===== src/rtl/mult_sequencer.sv =====
// Shift-add signed 8x8 sequential multiplier controller with an external adder/subtractor.
// Optional MULT_SEQ_SKIPADD_EN: SHIFT jumps straight to SHIFT when the next multiplier bit is 0.
module mult_sequencer (
    input  logic       Clk,
    input  logic       Reset,
    input  logic       Run,
    input  logic       ClearA_LoadB,
    input  logic [7:0] S,
    output logic [7:0] add_a,
    output logic [7:0] add_b,
    output logic       add_sub,
    input  logic [8:0] add_sum,
    output logic [7:0] Aval,
    output logic [7:0] Bval,
    output logic       Xval,
    output logic       busy,
    output logic       done
);

    typedef enum logic [1:0] {
        IDLE,
        ADD,
        SHIFT,
        DONE
    } state_t;

    state_t     state;
    logic [2:0] cnt;
    logic [7:0] a_reg;
    logic [7:0] b_reg;
    logic [7:0] m_reg;
    logic       x_reg;

    assign add_a = a_reg;
    assign add_b = m_reg;
    assign Aval  = a_reg;
    assign Bval  = b_reg;
    assign Xval  = x_reg;

    // NOTE: every register here, including M, is cleared by the async reset so an aborted
    // operation leaves no partial result behind; all state updates use non-blocking assignments.
    always_ff @(posedge Clk or posedge Reset) begin
        if (Reset) begin
            state   <= IDLE;
            cnt     <= 3'd0;
            a_reg   <= 8'd0;
            b_reg   <= 8'd0;
            m_reg   <= 8'd0;
            x_reg   <= 1'b0;
            busy    <= 1'b0;
            done    <= 1'b0;
            add_sub <= 1'b0;
        end else begin
            case (state)
                IDLE: begin
                    if (Run) begin
                        a_reg   <= 8'd0;
                        x_reg   <= 1'b0;
                        m_reg   <= S;
                        cnt     <= 3'd0;
                        state   <= ADD;
                        busy    <= 1'b1;
                        add_sub <= 1'b0;
                    end else if (ClearA_LoadB) begin
                        a_reg <= 8'd0;
                        x_reg <= 1'b0;
                        b_reg <= S;
                    end
                end

                ADD: begin
                    if (b_reg[0]) begin
                        a_reg <= add_sum[7:0];
                        x_reg <= add_sum[8];
                    end
                    add_sub <= 1'b0;
                    state   <= SHIFT;
                end

                SHIFT: begin
                    a_reg <= {x_reg, a_reg[7:1]};
                    b_reg <= {a_reg[0], b_reg[7:1]};
                    cnt   <= cnt + 3'd1;
                    if (cnt == 3'd7) begin
                        state <= DONE;
                        busy  <= 1'b0;
                        done  <= 1'b1;
`ifdef MULT_SEQ_SKIPADD_EN
                    end else if (!b_reg[1]) begin
                        // Next multiplier bit is zero: the ADD would be a no-op.
                        state <= SHIFT;
`endif
                    end else begin
                        state   <= ADD;
                        // Sign bit of the multiplier carries negative weight: subtract on the last ADD.
                        add_sub <= (cnt == 3'd6);
                    end
                end

                DONE: begin
                    if (!Run) begin
                        state <= IDLE;
                        done  <= 1'b0;
                    end
                end

                default: begin
                    state   <= IDLE;
                    busy    <= 1'b0;
                    done    <= 1'b0;
                    add_sub <= 1'b0;
                end
            endcase
        end
    end

endmodule

===== config.mk =====
export PLATFORM = sky130hd
export DESIGN_NAME = mult_sequencer
export DESIGN_NICKNAME = d
export VERILOG_FILES = /design/src/rtl/mult_sequencer.sv
export SDC_FILE = /design/constraint.sdc
export NUM_CORES = 1
export LEC_CHECK = 0
export ABC_AREA = 1
export ABC_CLOCK_PERIOD_IN_PS = 3750
export CAP_MARGIN = 20
export CORE_ASPECT_RATIO = 1.4
export CORE_MARGIN = 2
export CORE_UTILIZATION = 50
export DETAILED_ROUTE_END_ITERATION = 16
export PLACE_DENSITY = 0.91
export SETUP_SLACK_MARGIN = 0.05
export SLEW_MARGIN = 0
export SYNTH_ARGS = -nofsm -noshare
export SYNTH_HDL_FRONTEND = slang
export SYNTH_SLANG_ARGS = --single-unit

===== constraint.sdc =====
create_clock -name Clk -period 3.75 [get_ports Clk]
set_input_delay 1.125 -clock Clk [delete_from_list [all_inputs] [get_ports Clk]]
set_output_delay 1.125 -clock Clk [all_outputs]
set_load 0.05 [all_outputs]

# Word level (Yosys, flattened, before mapping)
# Index checks and enable logic that the tools add are counted.
[totals]
reg_bits = 33
word_cells = 63
in_bits = 21
output_inout_bits = 36
[classes]
reduce_logical = 14
eq_ne = 13
muxes = 26
addsub = 1
[op_table]
columns = ["op", "n"]
rows = [
  ["$mux W8", 5],
  ["$pmux W8 S3", 1],
  ["$reduce_and A3 Y1", 6],
  ["$pmux W8 S2", 1],
  ["$ne A2 B2 Y1 const B", 7],
  ["$mux W1", 9],
  ["$pmux W2 S4", 1],
  ["$eq A3 B3 Y1 const B", 2],
  ["$mux W2", 3],
  ["$pmux W1 S2", 3],
  ["$pmux W3 S2", 1],
  ["$reduce_and A2 Y1", 3],
  ["$reduce_bool A2 Y1", 3],
  ["$eq A2 B2 Y1 const B", 2],
  ["$add A3 B1 Y3 const B", 1],
  ["$mux W3", 1],
  ["$ne A3 B3 Y1 const B", 1],
  ["$pmux W1 S3", 1],
  ["$reduce_bool A3 Y1", 1],
  ["$eq A2 B1 Y1 const B", 1],
  ["$logic_not A2 Y1", 1],
]

# Logic depth before layout (Yosys ltp)
[logic_depth]
depth_word = 3
ltp_mapped = 8
ltp_nobuf = 8

# Worst setup path after synthesis
# Ideal clock, no wire load.
[synth_timing]
path_type = "register -> output"
start = "register a_reg[0] (netlist: Aval[0])"
end = "output port add_a[0]"
n_path_buf = 1
setup_slack_ps = 1688
t_arrival_ps = 937
path_stages_with_launch = 2
cell_sequence = "dfrtp_1 buf_4"
[synth_lines]
columns = ["item", "line", "text"]
rows = [
  ["start, declared", "29", "logic [7:0] a_reg;"],
  ["start signal, assigned", "73", "a_reg <= add_sum[7:0];"],
  ["start signal, assigned", "81", "a_reg <= {x_reg, a_reg[7:1]};"],
  ["end, declared", "9", "output logic [7:0] add_a,"],
]
# No word-level cell between the ends.

# Worst setup path in the final report
[layout_timing]
start = "register a_reg[0] (netlist: Aval[0])"
end = "output port Aval[0]"
[layout_lines]
columns = ["item", "line", "text"]
rows = [
  ["end, declared", "13", "output logic [7:0] Aval,"],
]
# No word-level cell between the ends.

==> results list <==
- Counting flops with a built-in enable in the synthesized netlist gives 0.
* Cell types with the largest area share after synthesis: dfrtp_1 46%, nand2_1 18%, ha_1 6.2%, o21ai_2 4.4%, nand3_1 4.2%
- Synthesis produced 225 cells.
* HPWL Detailed: 2.87 mm
* Rel. slew slack: 65.1%
* Wire length per cell: 12.5 um
- At the worst endpoint, the required time is 2620 ps.
- In the post-synthesis netlist, the cell with the most instances is nand2_1.
* Cell-by-cell trace of the critical path: clkdlybuf4s50_1
- Counting the fill cells in the layout gives 283.
* Number of pins exceeding their max-slew limit in the final report: 0
- Clk Latency, worst-skew pair: 290 ps
* Setup TNS Final: 0 ps
- Vias in the first global route: 1458
- Max-cap violations in this run came to 0.
* Slowest cell on the critical path: clkdlybuf4s50_1
- Dominant delay contributor by cell family on the critical path: buffers and inverters
- Global-route wire length before repair: 6.31 mm
- Outcome: finished, final reports clean
- On the final layout, the worst clock skew is 7.04 ps.
* Placer Congestion: 0.798
- First DRT Iteration DRCs: 57
- The initial antenna violation count was 0.
- After clock tree synthesis, the repair step resized 0 gates.
- Floorplan core area: 3410 sq um
* Via-to-Cell Ratio: 5.10
* Post-Synthesis Net Count: 255
* Tightest Hold Check Type: reg2reg
- Die ar.: 4120 sq um
* Maximum operating frequency: 0.377 GHz
* Final WL: 3.95 mm
- Buffers on Ports: 56
- H-tree lvl count: 2
- The number of endpoints with negative hold slack in the final report is 0.
- In this run the count of I/O pins placed on the die edge is 57.
- Share of Yosys cell area claimed by the top area cell type: 45.7%
* Total routing resource utilization after global routing: 21.4%
* Arrival time at the worst endpoint: 1530 ps
- Library cell occupying the most area in the post-synthesis netlist: dfrtp_1
* TritonCTS clock tree: built
* Initial Utilization: 53.0%
- Post-synth cell types: 21
* Count of antenna-violating nets left after detailed routing: 0
- GRT overflow: 0
* Largest driver fanout on the critical path: 4
- At the end of the flow the core is filled with cells to 71.7%.
- The first detailed-routing pass ran for 4 iterations.
- Setup violation total in the final timing report: 0
- The repair_antennas step left the layout with diodes totalling 0.
* Bufs and invs on worst path: 1
- Leaving out filler cells and counting taps, the final layout contains 315.
* Final std cell area, no fill: 2440 sq um
* Clock-pin slew reported for the worst setup and hold paths after clock tree synthesis: 70 ps
- STA classifies the critical path endpoint as an output port.
- Share of layout cells above drive strength 1: 9.82%
- Post-synth ARST share: 100%
- The mapped netlist covers 1810 sq um.
- Relative area change from synthesis to final layout: 35.2%
- Number of design rule violations left after detail routing: 0
- Once the clock tree was built, the setup fixing pass inserted 0 buffers.
- The commonest cells after synthesis are 86 x nand2_1, 33 x dfrtp_1, 19 x inv_1, 15 x nand3_1, 15 x o21ai_0.
* Number of rows in the core area: 25
* Post-layout net count: 304
* Clock buffer depth: 2
* Final worst path period need: 2650 ps
- The number of hold buffers added after CTS was 0.
- Final Cycle Share: 70.7%
- CTS placed an instance of clkbuf_8 at the clock tree root.
- The final route contains 1608 vias.
- The clock drives 33 sinks.
* Sequential share of the synthesized area: 45.7%
* Number of cells after detailed placement: 307
* Width of the die: 54.8 um
- Among all flip-flop cells after synthesis, the most frequent one is dfrtp_1.
* Startpoint type of the worst setup path: register
* Height of the die: 75.2 um
* Yosys reg bits: 33
* Unrepaired setup endpoints after global routing: false
- Yosys printed 0 warnings.
* Mean Syn Cell Area: 8.04 sq um
- Actual transition at the worst max-transition pin: 521 ps
* Number of buffers added by the clock tree synthesis step: 5
- The largest single stage delay on the critical path is 830 ps.
- Entering global routing, the biggest net connects 34 pins.
- The placed instances occupy a cell area of 2330 sq um.
- Setup CP Type: reg2out
## metal layers
layer  GRT usage [%]  share of wire, %  vias up
li1                -                 -      799
met1            23.6                41      763
met2            38.2                53       41
met3            4.56               5.3        5
met4            8.89               1.4        0
met5               0                 0        -
## cells in the final DEF (no fill, tap or decap)
cell / count
o21ai_1: 9
nand2_1: 86
nor2_1: 3
o21ai_2: 9
nand4_1: 1
ha_1: 9
nand3_1: 15
clkbuf_1: 1
nand2_2: 5
bufinv_16: 1
inv_1: 19
buf_4: 2
clkbuf_8: 6
nand3_4: 1
o21ai_0: 15
nand2_4: 1
or2_2: 1
a21oi_1: 1
dfrtp_1: 33
clkdlybuf4s50_1: 56
nor2_2: 1
## area by class of cell
cell class                 count  area [sq um]  share of cell area (%)
sequential                    33           826                    33.8
timing repair buffer          58           576                    23.6
multi-input combinational    157           805                    32.9
clock inverter                 1          30.0                    1.23
inverter                      19          71.3                    2.92
tap                           40          50.0                    2.05
clock buffer                   7          86.3                    3.53
## kinds of logic after synthesis
group                      after synthesis  share of synthesized area [%]
and+or+nand+nor                        114                           27.0
buffers and inverters                   35                           9.83
AOI/OAI and AO/OA                       34                           11.3
DFF                                     33                           45.7
adders and majority gates                9                           6.23
## registers in the layout, summed over array words and instances (netlist names)
register  flops
Aval          8
busy          1
Xval          1
add_sub       1
add_b         8
done          1
cnt           3
state         2
Bval          8
## metrics by stage
stage	hold WS, ps	setup slack, ps
3_5_place_dp	478	1310
4_1_cts	495	1080
5_1_grt	517	1040
3_3_place_gp	472	1350
6_report	489	1100
2_1_floorplan	498	1690
## path summary, 6_finish.rpt
check,from,slack [ps],depth (start not counted),end
max,Aval[0],1100,1,Aval[0]
min,add_sub,490,2,add_sub
max reg2reg,state[0],1730,8,busy
min reg2reg,add_sub,490,2,add_sub
max in group asynchronous,Reset,2220,3,cnt[0]
min in group asynchronous,Reset,1230,3,Aval[2]
Power is not shown: default switching activity piles up to over one toggle a cycle in this logic, so the estimate is an artifact.
